<file path="src/rtl/fir_pkg.sv">
// fir_pkg
// Shared definitions for the serial FIR datapath: default sample width and
// tap count, the index-width and beat-count derivations, and the sequencer
// state type. The coefficient ROM and MAC import this package as well.
package fir_pkg;

  localparam int DATA_W_DEF = 12;
  localparam int TAPS_DEF   = 16;

  // Width of a beat index; never narrower than one bit.
  function automatic int calc_idx_w(input int taps);
    return (taps > 2) ? $clog2(taps) : 1;
  endfunction

  // Beats per sample: mirrored pairs halve the walk, rounding up so an odd
  // line still visits its centre tap.
  function automatic int calc_beats(input int taps, input int symmetric);
    return (symmetric != 0) ? (taps + 1) / 2 : taps;
  endfunction

  typedef enum logic {
    ST_IDLE = 1'b0,
    ST_RUN  = 1'b1
  } seq_state_e;

endpackage

</file>
<file path="src/rtl/tap_read_mux.sv">
// tap_read_mux
// Indexed read of a TAPS-deep delay line. Any select value outside
// 0..TAPS-1 returns zero, which lets callers blank a port simply by
// steering the select out of range.
// Ports:
//   line_i  in   TAPS x DATA_W   delay-line contents, entry 0 is newest
//   sel_i   in   clog2(TAPS+1)   entry to read
//   data_o  out  DATA_W          selected entry, or 0 when out of range
module tap_read_mux
  import fir_pkg::*;
#(
  parameter int DATA_W = DATA_W_DEF,
  parameter int TAPS   = TAPS_DEF
) (
  input  logic [TAPS-1:0][DATA_W-1:0]   line_i,
  input  logic [$clog2(TAPS+1)-1:0]     sel_i,
  output logic [DATA_W-1:0]             data_o
);

  localparam int SEL_W = $clog2(TAPS + 1);

  // Compare against every legal entry so the out-of-range case falls out
  // naturally as the zero default.
  always_comb begin
    data_o = '0;
    for (int j = 0; j < TAPS; j++) begin
      if (sel_i == SEL_W'(j)) begin
        data_o = line_i[j];
      end
    end
  end

endmodule

</file>
<file path="src/rtl/sym_tap_sequencer.sv">
// sym_tap_sequencer
// Tap delay line plus read sequencer feeding the serial FIR MAC. One sample
// is accepted per handshake and shifted into the line; the block then walks
// the taps on its own, one beat per downstream handshake. In symmetric mode
// each beat carries the mirrored pair (k, TAPS-1-k) so the MAC can pre-add.
// Ports:
//   clk_i        in   1       rising-edge clock
//   rstn_i       in   1       asynchronous active-low reset
//   flush_i      in   1       synchronous clear of line and sequencer
//   s_valid_i    in   1       input sample valid
//   s_ready_o    out  1       block can accept a sample
//   s_data_i     in   DATA_W  input sample
//   tap_valid_o  out  1       tap beat valid
//   tap_ready_i  in   1       downstream accepts the beat
//   tap_idx_o    out  IDX_W   beat index k
//   tap_a_o      out  DATA_W  line[k]
//   tap_b_o      out  DATA_W  line[TAPS-1-k] in pair mode, else 0
//   tap_first_o  out  1       beat k==0
//   tap_last_o   out  1       beat k==BEATS-1
module sym_tap_sequencer
  import fir_pkg::*;
#(
  parameter int DATA_W    = DATA_W_DEF,
  parameter int TAPS      = TAPS_DEF,
  parameter int SYMMETRIC = 1
) (
  input  logic                         clk_i,
  input  logic                         rstn_i,
  input  logic                         flush_i,
  input  logic                         s_valid_i,
  output logic                         s_ready_o,
  input  logic [DATA_W-1:0]            s_data_i,
  output logic                         tap_valid_o,
  input  logic                         tap_ready_i,
  output logic [calc_idx_w(TAPS)-1:0]  tap_idx_o,
  output logic [DATA_W-1:0]            tap_a_o,
  output logic [DATA_W-1:0]            tap_b_o,
  output logic                         tap_first_o,
  output logic                         tap_last_o
);

  localparam int IDX_W = calc_idx_w(TAPS);
  localparam int BEATS = calc_beats(TAPS, SYMMETRIC);
  localparam int SEL_W = $clog2(TAPS + 1);

  localparam logic [IDX_W-1:0] LAST_IDX   = IDX_W'(BEATS - 1);
  localparam logic [IDX_W-1:0] CENTRE_IDX = IDX_W'(TAPS / 2);
  localparam bit               HAS_CENTRE = (SYMMETRIC != 0) && (TAPS % 2 == 1);
  localparam logic [SEL_W-1:0] SEL_NONE   = SEL_W'(TAPS);
  localparam logic [SEL_W-1:0] SEL_TOP    = SEL_W'(TAPS - 1);

  seq_state_e                  state_q, state_d;
  logic [IDX_W-1:0]            idx_q;
  logic [TAPS-1:0][DATA_W-1:0] line_q;
  logic                        accept;
  logic                        beat;
  logic [SEL_W-1:0]            sel_a, sel_b;

  always_ff @(posedge clk_i or negedge rstn_i) begin
    if (!rstn_i) begin
      state_q <= ST_IDLE;
    end else begin
      state_q <= state_d;
    end
  end

  // Flush wins over both a same-cycle accept and a same-cycle beat.
  always_comb begin
    state_d     = state_q;
    s_ready_o   = 1'b0;
    tap_valid_o = 1'b0;
    accept      = 1'b0;
    beat        = 1'b0;
    case (state_q)
      ST_IDLE: begin
        s_ready_o = 1'b1;
        if (s_valid_i) begin
          accept  = 1'b1;
          state_d = ST_RUN;
        end
      end
      ST_RUN: begin
        tap_valid_o = 1'b1;
        if (tap_ready_i) begin
          beat = 1'b1;
          if (idx_q == LAST_IDX) begin
            state_d = ST_IDLE;
          end
        end
      end
      default: state_d = ST_IDLE;
    endcase
    if (flush_i) begin
      state_d = ST_IDLE;
    end
  end

  // idx wraps back to zero on the final beat so it never exceeds BEATS-1.
  always_ff @(posedge clk_i or negedge rstn_i) begin
    if (!rstn_i) begin
      idx_q <= '0;
    end else if (flush_i || accept) begin
      idx_q <= '0;
    end else if (beat) begin
      idx_q <= (idx_q == LAST_IDX) ? '0 : idx_q + IDX_W'(1);
    end
  end

  // The line only moves on an accept, which can only happen in IDLE, so it
  // stays frozen while beats are outstanding.
  always_ff @(posedge clk_i or negedge rstn_i) begin
    if (!rstn_i) begin
      line_q <= '0;
    end else if (flush_i) begin
      line_q <= '0;
    end else if (accept) begin
      line_q <= {line_q[TAPS-2:0], s_data_i};
    end
  end

  // Out-of-range selects blank a port: both ports while idle, the B port in
  // single mode and on the centre beat of an odd symmetric line.
  always_comb begin
    sel_a = SEL_NONE;
    sel_b = SEL_NONE;
    if (tap_valid_o) begin
      sel_a = SEL_W'(idx_q);
      if ((SYMMETRIC != 0) && !(HAS_CENTRE && (idx_q == CENTRE_IDX))) begin
        sel_b = SEL_TOP - SEL_W'(idx_q);
      end
    end
  end

  tap_read_mux #(.DATA_W(DATA_W), .TAPS(TAPS)) u_read_a (
    .line_i (line_q),
    .sel_i  (sel_a),
    .data_o (tap_a_o)
  );

  tap_read_mux #(.DATA_W(DATA_W), .TAPS(TAPS)) u_read_b (
    .line_i (line_q),
    .sel_i  (sel_b),
    .data_o (tap_b_o)
  );

  assign tap_idx_o   = tap_valid_o ? idx_q : '0;
  assign tap_first_o = tap_valid_o && (idx_q == '0);
  assign tap_last_o  = tap_valid_o && (idx_q == LAST_IDX);

endmodule
</file>
<file path="config.mk">
export PLATFORM = sky130hd
export DESIGN_NAME = sym_tap_sequencer
export DESIGN_NICKNAME = d
export VERILOG_FILES = /design/src/rtl/fir_pkg.sv /design/src/rtl/tap_read_mux.sv /design/src/rtl/sym_tap_sequencer.sv
export SDC_FILE = /design/constraint.sdc
export NUM_CORES = 1
export LEC_CHECK = 0
export BUFFER_PORTS_ARGS = -buffer_cell sky130_fd_sc_hd__buf_2
export CORE_AREA = 2 2 170 172
export CTS_CLUSTER_DIAMETER = 60
export CTS_CLUSTER_SIZE = 28
export DETAILED_ROUTE_END_ITERATION = 8
export DIE_AREA = 0 0 172 174
export HOLD_SLACK_MARGIN = 0.08
export PLACE_DENSITY = 0.72
export SLEW_MARGIN = 20
export SYNTH_ARGS = -nofsm -noshare
export SYNTH_HDL_FRONTEND = slang
export SYNTH_HIERARCHICAL = 1
export SYNTH_SLANG_ARGS = --single-unit
</file>
<file path="constraint.sdc">
create_clock -name clk_i -period 3.46 [get_ports clk_i]
set_input_delay 0.692 -clock clk_i [delete_from_list [all_inputs] [get_ports clk_i]]
set_output_delay 0.692 -clock clk_i [all_outputs]
set_load 0.01 [all_outputs]
</file>
# == Word-level counts from Yosys, hierarchy flattened ==
# Index checks and enable logic that the tools add are counted.
# word_totals
register_bits,197
in_bits,17
out_inout_bits,32
elab_cells,110
# op_classes
add_sub_neg,2
n_eq_ne,31
mux,50
n_bitwise,1
reduce_logical,8
# op_table
operator,count
$mux W12,32
$mux W192,2
$eq A5 B4 Y1 const B,16
$eq A5 B3 Y1 const B,8
$eq A5 B2 Y1 const B,4
$mux W4,4
$eq A5 B1 Y1 const B,2
$logic_not A5 Y1,2
$mux W5,2
$mux W1,9
$sub A4 B4 Y5 const A,1
$add A4 B1 Y4 const B,1
$eq A4 B3 Y1 const B,1
$logic_not A4 Y1,1
$reduce_bool A2 Y1,2
$logic_and A1 B1 Y1,2
$pmux W1 S2,1
$logic_or A1 B1 Y1,1
$not A1 Y1,1

# == Depth between registers and ports, before layout ==
# Gate-level depths: netlist (run 1).
# logic_depth
word_depth,19
ltp_mapped,12
mapped_depth_nobuf,7

# == Hierarchy ==
# The synthesis (run 1) kept the hierarchy.
# by_module_without_submodules
module,instances,cells_each,area_each_um2,seq_area_each_um2
sym_tap_sequencer,1,876,7872.6,4929.7
tap_read_mux,2,333,2274.7,0.0

# == Worst setup path after synthesis (run 1) ==
# OpenSTA, ideal clock, no wires.
# synth_path
path_type,flip-flop to output port
startpoint,register state_q
endpoint,output tap_a_o[2]
t_arrival_ns,2.613
t_required_ns,2.768
path_slack_ns,0.155
stages_incl_launch_ff,11
path_buffers,4
path_cell_list,dfrtp_1 buf_4 clkinv_1 nor2_1 buf_6 buf_8 buf_4 mux4_2 a22oi_1 nand2_1 a211o_1
# synth_between
elab_chain_len,19
word_cells_on_any_way,34
classes_between,15 x eq/ne; 18 x mux; 1 x reduce/logical
# synth_rtl
item,line_no,text
from (decl),sym_tap_sequencer.sv:52,"seq_state_e state_q, state_d;"
from (signal assigned),sym_tap_sequencer.sv:63,state_q <= state_d;
$mux W1 (*),sym_tap_sequencer.sv:74,case (state_q)
$mux W5 (*),sym_tap_sequencer.sv:126,if (tap_valid_o) begin
$logic_not A5 Y1,tap_read_mux.sv:27,if (sel_i == SEL_W'(j)) begin
$mux W12 (15 in a row),tap_read_mux.sv:27,
$mux W12 (*),tap_read_mux.sv:27,
to (decl),sym_tap_sequencer.sv:36,"output logic [DATA_W-1:0] tap_a_o,"
# Mark *: on every way between the ends. The rest lies on a longest branch, timed or not.

# == Worst setup path after layout (run 1) ==
# layout_path
startpoint,register state_q
endpoint,output tap_a_o[9]
# Same word-level chain as after synthesis.

==> flow_summary.ini, run 1 <==
[power]
leakagePower_nw = 6.061
p_per_area_nw_per_um2 = 331.4
p_total_mw = 5.113
ir_worst_vdd_mv = 0.3664

[critical_path]
crit_start = state_q
timing.rr.start = state_q
worstSetupPathType = register to primary output
slowest_delay_ns = 0.45
cp.required_ns = 2.77
critPathLaunchType = register
path_cells = buf_4 > and2_4 > buf_12 > or3_4 > buf_6 > nor3_4 > a32oi_1 > a41o_1 > a31oi_1 > buf_2
cp.arrival_ns = 2.83
critPathSlowestCell = dfrtp_2
end_kind = primary output
r2r_cells = 7
cp_max_fo = 10

[placed_design]
gp_congestion = 1.037
dp.cells = 1935
io_buffers = 48
dpl.hpwl_um = 32100

[sta]
worst_pin_slew_ns = 0.6971
final.period_utilization = 1.018
min_period_ns = 3.524
setup_violations = 10
relSlewSlack = 0.5352
fin_ws_ns = -0.06398
finalHoldViolations = 0
fin_setup_tns_ns = -0.4648
fin_worst_skew_ns = 0.01854
drv_slew = 0
hold_ws_ns = 0.2744
rsz0062_at_grt = yes
fmax_mhz = 283.8

[synth]
synth_edf_count = 0
ys_ff_latch = 197
syn-num-nets = 1561
synth_compound_area_frac = 0.2400
ys_warn_count = 6
synth-xor-area-share = 0.001410
synth_top_cell_by_area = dfrtp_1
synth_mux_area_frac = 0.04210
netlist.area_leader.share = 0.3969
synth_most_common_cell = nand2_1
async_flop_share = 1.000
ys_types = 76
synth_simple_gate_area_frac = 0.2517
synth_top_family_by_area = simple AND/OR/NAND/NOR gates
synth-main-ff-cell = dfrtp_1
synth_adder_area_share = 0.002015
synthTopCellsByCount = 437 x nand2_1, 241 x a21oi_1, 197 x dfrtp_1
netlist_instances = 1542
synthesis.area_um2 = 12420
syn_area_per_cell_um2 = 8.056
ys_top_cells_by_area = dfrtp_1 40%, nand2_1 13%, a21oi_1 9.7%
yosysSeqAreaShare = 0.3969

[cells_and_area]
drive_gt1_frac = 0.2406
area_delta_synth_final_pct = 24.22
diodes = 0
fin_cells = 2030
n_fill_cell = 2641
final_nets = 1652

[die]
die_height_um = 174
start_util = 0.4399
die_x_um = 172
core_um2 = 28240
die_area_um2 = 29930
core.rowCount = 62
pin_count = 49

[drt]
antenna_left = 0
vias = 12842
drc = 0
dr.pass1.iters = 8
wire_per_inst_um = 23.49
finalWirelength_um = 47690
drt_iter0_markers = 1697
viasPerCell = 6.326

[cts]
clkSlewWorstSetupHoldPaths_ns = 0.07
root_buffer = clkbuf_16
insertion_delay_ns = 0.46
tritoncts = yes
cts_num_sinks = 197
clockBufferDepth = 2
cts_hold_buf = 0
cts_made_buffers = 17
cts.htree.levels = 4

[global_routing]
grt_max_degree = 111
grt_pass1_wl_um = 71450
overflow = 0
grt.total_usage = 0.3133
antenna_found_initial = 0
grt_pass1_vias = 11905

[status]
violations = negative setup slack
outcome = complete, but fails checks

[worst_hold_path]
hp-class = input port to async pin

[run]
cap_violations = 0
where the power goes:
part / internal, mW / total [mW] / switching, mW
clock: 1.01 / 1.98 / 0.972
sequential: 2.31 / 2.34 / 0.0250
combinational: 0.290 / 0.794 / 0.504
worst max-delay path: cells and delay by family (launching register included):
kind	cells	cell delay [ns]
and+or+nand+nor	3	0.72
buffers and inverters	4	0.60
AOI/OAI and AO/OA	3	0.59
DFF	1	0.45
metal layers:
layer / up-vias / track usage / wire, µm
met5: - / 0 / 0
met2: 746 / 0.4813 / 21710
li1: 5664 / - / -
met4: 0 / 0.1275 / 2127
met3: 165 / 0.07377 / 4591
met1: 6267 / 0.4253 / 19260
metrics by stage:
stage                     setup WS (ns)  instance area [µm²]  utilization
final                          -0.06398                15430       0.5465
after CTS                      -0.02009                14620       0.5179
after global placement         -0.01275                13360       0.4731
after floorplan                  0.1551                12420            -
after detailed placement      -0.009259                13360       0.4731
after global routing            -0.1301                15430       0.5465
repair_timing:
action | 4_1_cts | 5_1_grt
resized for setup | 69 | 111
setup endpoints to repair | 24 | 24
setup buffers | 22 | 33
pin swaps | 12 | 43
gates cloned | 6 | 3
placed cells by master, fill, tap and decap left out, drive strengths merged, types with 17 or more instances in the layout:
cell type  instances
nor2b             27
a21oi            241
nand2b            19
mux2i             23
nand2            440
clkbuf            24
nor3              20
inv               19
buf              193
dfrtp            197
o22ai             20
nor2              43
nand3             51
o21ai             49
a31oi             17
path summary, 6_finish.rpt:
check | end | slack, ns
max | tap_a_o[9] | -0.06
min | line_q[132] | 0.27
max reg2reg | line_q[107] | 1.35
min reg2reg | line_q[180] | 0.55
max in group asynchronous | line_q[71] | 2.42
min in group clk_i | line_q[3] | 0.46
cell type report:
type / instances / area (µm²) / share of cell area
timing repair buffer: 202 / 2046 / 0.1326
tap: 384 / 480.5 / 0.03114
sequential: 197 / 4933 / 0.3197
clock buffer: 20 / 436.7 / 0.02830
multi-input combinational: 1197 / 7332 / 0.4751
inverter: 18 / 77.57 / 0.005027
clock inverter: 12 / 125.1 / 0.008108
kinds of logic after synthesis:
group | after synthesis
adders and majority gates | 2
xor gates and xnor gates | 2
AOI/OAI and AO/OA | 472
buffers and inverters | 148
and+or+nand+nor | 678
DFF | 197
muxes | 43
flip-flops by register name (all words and copies together) (netlist names):
register / flops
idx_q: 4
line_q: 192
state_q: 1
Note: power is estimated with default switching activity, not from simulation.
==> inputs of run 2 (changes only) <==
--- a/config.mk
+++ b/config.mk
@@ -11,6 +11,7 @@
 export CTS_CLUSTER_SIZE = 28
 export DETAILED_ROUTE_END_ITERATION = 8
 export DIE_AREA = 0 0 172 174
+export GPL_TIMING_DRIVEN = 0
 export HOLD_SLACK_MARGIN = 0.08
 export PLACE_DENSITY = 0.72
 export SLEW_MARGIN = 20
==> flow_summary.ini, run 2 (same netlist as run 1, synthesis figures left out) <==
[status]
outcome = complete, but fails checks
violations = negative setup slack

[power]
p_seq_frac = 0.447
p_total_mw = 5.231
pwr-share-clk = 0.385
p_comb_frac = 0.167
power.switching_mw = 1.502
p_int_mw = 3.729
p_per_area_nw_per_um2 = 326.0
ir_worst_vdd_mv = 0.3104
leakagePower_nw = 6.300
p_sw_frac = 0.2872

[critical_path]
critPathLaunchType = register
r2r_cells = 7
crit_start = state_q
critPathSlowestCell = a221oi_2
timing.rr.start = state_q
slowest_delay_ns = 0.38
cp.required_ns = 2.77
timing.critical_path.buf_inv = 4
cp_max_fo = 10
cp.arrival_ns = 2.93
cp_top_family = compound AO/OA/AOI/OAI gates
cp.depth = 10
end_kind = primary output
path_cells = buf_6 > clkinv_4 > nor2_4 > buf_8 > nand3b_1 > a221oi_2 > a221o_1 > o22ai_2 > a21oi_2 > buf_2
r2r_slack_ns = 1.59
worstSetupPathType = register to primary output

[cts]
cts.htree.levels = 4
clockBufferDepth = 2
clkSlewWorstSetupHoldPaths_ns = 0.07
root_buffer = clkbuf_16
cts_num_sinks = 197
cts_made_buffers = 17
tritoncts = yes
insertion_delay_ns = 0.47

[placed_design]
dp.cells = 1975
dpl.hpwl_um = 42030
io_buffers = 47
gp_congestion = 1.059

[sta]
rsz0062_at_grt = yes
setup_violations = 22
relSlewSlack = 0.3510
hold_ws_ns = 0.4545
finalHoldViolations = 0
final.period_utilization = 1.047
min_period_ns = 3.623
fmax_mhz = 276.0
fin_ws_ns = -0.1629
worst_pin_slew_ns = 0.9735
fin_worst_skew_ns = 0.01036
drv_slew = 0

[cells_and_area]
fin_util = 0.5684
diodes = 0
n_fill_cell = 2561
multi_input_area_um2 = 7650
register_area_um2 = 4933
largest-register = line_q
reg.largest.list = line_q: 192 flops, idx_q: 4 flops, state_q: 1 flops
largest_register_ffs = 192
final_cell_mix = 427 x nand2_1, 232 x a21oi_1, 194 x dfrtp_1
fin_cells = 2101
drive_gt1_frac = 0.2813
final_common_cell = nand2_1
area_delta_synth_final_pct = 29.20
final_nets = 1725

[die]
core.rowCount = 62
pin_count = 49
die_x_um = 172
core_um2 = 28240
die_area_um2 = 29930
start_util = 0.4399
die_height_um = 174

[drt]
vias = 13748
finalWirelength_um = 58000
drt_iter0_markers = 2059
viasPerCell = 6.544
wire_per_inst_um = 27.61
drc = 0
dr.pass1.iters = 7
antenna_left = 0

[worst_hold_path]
hp-class = input port to register
hold_start = s_data_i[0]
hold_depth = 3

[global_routing]
grt_max_degree = 100
grt.total_usage = 0.3899
grt_pass1_wl_um = 84500
antenna_found_initial = 1
overflow = 0
grt_pass1_vias = 12976

[run]
cap_violations = 0
run 2: cell count changes in the layout (fill, tap and decap cells not counted), sizes merged, moves of 3 or more:
cell,delta
buf,+53
clkbuf,+24
bufbuf,-5
clkinvlp,-3
run 2: power groups by stage:
| stage | sequential [mW] | clock [mW] | combinational [mW] |
|---|---|---|---|
| floorplan | 2.37 | 0 | 0.381 |
| global placement | 2.38 | 0 | 0.637 |
| detailed placement | 2.38 | 0 | 0.650 |
| CTS | 2.34 | 2.04 | 0.754 |
| global route | 2.34 | 2.14 | 0.910 |
| finish | 2.34 | 2.02 | 0.875 |
run 2: path summary, 6_finish.rpt:
path | to
worst max-delay path | tap_b_o[3]
worst min-delay path | line_q[0]
worst max register to register | line_q[10]
worst min register to register | line_q[49]
max in group asynchronous | line_q[78]
min in group asynchronous | line_q[170]
run 2: routing by layer:
| metal | vias to the layer above | global-route usage | wire (µm) |
|---|---|---|---|
| met2 | 1018 | 0.5763 | 25230 |
| met4 | 0 | 0.2847 | 4888 |
| met3 | 276 | 0.1056 | 6169 |
| li1 | 5803 | - | - |
| met5 | - | 0 | 0 |
| met1 | 6651 | 0.4874 | 21710 |
run 2: metrics by stage:
| stage | cell area, µm² | worst slack (ns) | setup TNS [ns] |
|---|---|---|---|
| 2_1_floorplan | 12420 | 0.1551 | 0 |
| 3_3_place_gp | 13140 | -1.522 | -305.84 |
| 3_5_place_dp | 13200 | -0.6926 | -10.03 |
| 4_1_cts | 15300 | -0.1067 | -0.8144 |
| 5_1_grt | 16050 | -0.1801 | -2.598 |
| 6_report | 16050 | -0.1629 | -1.962 |
run 2: area by class of cell:
type,instances,share of cell area
timing repair inverter,1,0.0005457
clock inverter,9,0.007484
timing repair buffer,146,0.07741
buffer,128,0.06642
clock buffer,21,0.02869
tap,384,0.02994
multi-input combinational,1197,0.4767
sequential,197,0.3074
inverter,18,0.005457
run 2: repair_timing:
item                       CTS  global route
resized for setup          214           116
hold buffers                 1             0
gates cloned                 5             3
hold endpoints to repair     9             0
buffers inserted            61            29
pin swaps                   53            64
setup endpoints to repair   24            24
run 2: worst min-delay path, delay by kind of cell:
kind,cells,cell delay (ns)
buf+inv,1,0.10
simple gates,1,0.04
compound gates,1,0.05
==> inputs of run 3 (changes only) <==
--- a/config.mk
+++ b/config.mk
@@ -6,16 +6,17 @@
 export NUM_CORES = 1
 export LEC_CHECK = 0
 export BUFFER_PORTS_ARGS = -buffer_cell sky130_fd_sc_hd__buf_2
-export CORE_AREA = 2 2 170 172
+export CELL_PAD_IN_SITES_DETAIL_PLACEMENT = 1
+export CELL_PAD_IN_SITES_GLOBAL_PLACEMENT = 1
+export CORE_AREA = 2 2 166 168
 export CTS_CLUSTER_DIAMETER = 60
 export CTS_CLUSTER_SIZE = 28
 export DETAILED_ROUTE_END_ITERATION = 8
-export DIE_AREA = 0 0 172 174
+export DIE_AREA = 0 0 168 170
 export GPL_TIMING_DRIVEN = 0
 export HOLD_SLACK_MARGIN = 0.08
-export PLACE_DENSITY = 0.72
+export PLACE_DENSITY = 0.88
 export SLEW_MARGIN = 20
 export SYNTH_ARGS = -nofsm -noshare
 export SYNTH_HDL_FRONTEND = slang
-export SYNTH_HIERARCHICAL = 1
 export SYNTH_SLANG_ARGS = --single-unit
==> flow_summary.ini, run 3 <==
[critical_path]
cp.required_ns = 2.77
timing.rr.start = state_q
cp.arrival_ns = 2.84
r2r_cells = 7
end_kind = primary output
worstSetupPathType = register to primary output
crit_path_end = tap_b_o[3]
r2r_slack_ns = 1.11
worst_r2r_endpoint = line_q[43]
crit_start = idx_q[1]
cp_max_fo = 10
critPathLaunchType = register

[global_routing]
antenna_found_initial = 1
grt_max_degree = 98
overflow = 0
grt.total_usage = 0.3828
grt_pass1_vias = 12873
grt_pass1_wl_um = 81100

[status]
violations = negative setup slack
outcome = complete, but fails checks

[sta]
drv_slew = 0
fin_ws_ns = -0.07315
fin_worst_skew_ns = 0.01440
final.period_utilization = 1.021
min_period_ns = 3.533
setup_violations = 9
hold_ws_ns = 0.4631
worst_pin_slew_ns = 0.8419
finalHoldViolations = 0
relSlewSlack = 0.4387
fmax_mhz = 283.0

[synth]
syn-num-nets = 1467
yosysSeqAreaShare = 0.4155
netlist.area_leader.share = 0.4155
async_flop_share = 1.000
syn_area_per_cell_um2 = 8.194
synthesis.area_um2 = 11870
synthTopCellsByCount = 435 x nand2_1, 247 x a21oi_1, 197 x dfrtp_1
ys_warn_count = 0
netlist_instances = 1448
ys_types = 75
ys_ff_latch = 197
synth_edf_count = 0
synth_top_cell_by_area = dfrtp_1
ys_top_cells_by_area = dfrtp_1 42%, nand2_1 14%, a21oi_1 10%
synth_most_common_cell = nand2_1
synth-main-ff-cell = dfrtp_1

[cells_and_area]
final_common_cell = nand2_1
n_fill_cell = 3196
multi_input_area_um2 = 6579
largest_register_ffs = 192
drive_gt1_frac = 0.1748
largest-register = line_q
diodes = 0
fin_cells = 1880
final_nets = 1545
reg.largest.list = line_q: 192 flops, idx_q: 4 flops, state_q: 1 flops
fin_util = 0.5141
area_delta_synth_final_pct = 15.48
register_area_um2 = 4933
final_cell_mix = 433 x nand2_1, 246 x a21oi_1, 194 x dfrtp_1

[drt]
viasPerCell = 6.659
antenna_left = 0
dr.pass1.iters = 5
vias = 12519
drt_iter0_markers = 1399
drc = 0
finalWirelength_um = 54560
wire_per_inst_um = 29.02

[placed_design]
gp_congestion = 1.049
dp.cells = 1838
io_buffers = 47
dpl.hpwl_um = 39240
place_ws_ns = 0.06708

[cts]
clkSlewWorstSetupHoldPaths_ns = 0.08
insertion_delay_ns = 0.45
cts_num_sinks = 197
root_buffer = clkbuf_16
clockBufferDepth = 2
tritoncts = yes
cts_made_buffers = 17
cts.htree.levels = 4

[power]
leakagePower_nw = 5.416
p_per_area_nw_per_um2 = 356.6
p_total_mw = 4.886
ir_worst_vdd_mv = 0.2669

[die]
pin_count = 49
core_um2 = 26650
die_x_um = 168
core.rowCount = 60
die_height_um = 170
start_util = 0.4452
die_area_um2 = 28560

[worst_hold_path]
hp-class = input port to register

[run]
cap_violations = 0
## run 3: changes by cell type in the layout (fill, tap and decap cells not counted), sizes merged, moves of 8 or more
cell	previous run	this run
nor3	20	12
nand2b	19	9
nor3b	16	2
buf	246	122
clkbuf	48	82
mux2	14	29
a32oi	13	4
nor2b	27	18
nand3	51	5
o221ai	14	4
mux2i	23	50
nand3b	10	2
## run 3: critical path, stage by stage (launching register included)
cell and delay (ns):
dfrtp_2 0.43, buf_6 0.19, nor2b_1 0.16, buf_2 0.27, clkbuf_2 0.39, o2bb2ai_1 0.20, a21oi_1 0.13, o2bb2ai_1 0.15
a31oi_1 0.27, buf_2 0.19
## run 3: worst min-delay path by stage
stage | end | depth (start not counted) | start
6_report | line_q[11] | 3 | s_data_i[11]
4_1_cts | line_q[0] | 3 | s_data_i[0]
2_1_floorplan | idx_q[0] | 0 | rstn_i
3_3_place_gp | line_q[180] | 2 | line_q[180]
3_5_place_dp | line_q[101] | 1 | rstn_i
5_1_grt | line_q[7] | 3 | s_data_i[7]
## run 3: cell families (layout without fill, tap and decap cells)
kind of cell / after synthesis / count (layout) / synth area share
flops: 197 / 197 / 0.4155
simple gates: 566 / 566 / 0.2035
fa+ha+maj: 2 / 2 / 0.002109
xor+xnor: 1 / 1 / 0.0007383
buf+inv: 140 / 231 / 0.05758
compound gates: 454 / 454 / 0.2335
mux: 88 / 88 / 0.08710
## run 3: stage by stage
stage / area (µm²) / TNS, ns
final: 13700 / -0.3019
after global routing: 13700 / -0.2220
after CTS: 13380 / -0.009983
after detailed placement: 12600 / 0
after global placement: 12530 / -320.93
after floorplan: 11870 / 0
## run 3: final cells by class
type	instances	share of cell area
repair buffers	60	0.02813
well taps	341	0.03114
clock buffers	17	0.03105
clock inverters	15	0.01032
multi-input cells	1111	0.4801
flip-flops and latches	197	0.3601
inverters	11	0.003196
plain buffers	128	0.05598
## run 3: routing by layer
layer  GRT usage  routed length, µm  up-vias
li1            -                  -     5240
met1      0.4655              20940     6253
met2      0.6112              24910      750
met3     0.08023               4443      276
met4      0.2681               4268        0
met5           0                  0        -
## run 3: what timing repair did
item,in CTS,in global routing
buffers inserted,2,8
hold endpoints to repair,3,0
gates resized for setup,51,63
pin swaps,4,7
endpoints found under the setup margin,24,23
hold buffers,1,0
## run 3: power by group
part	total, mW	switching (mW)	internal (mW)
combinational	0.536	0.397	0.139
sequential	2.34	0.0258	2.31
clock	2.01	1.05	0.957
total	4.89	1.48	3.41
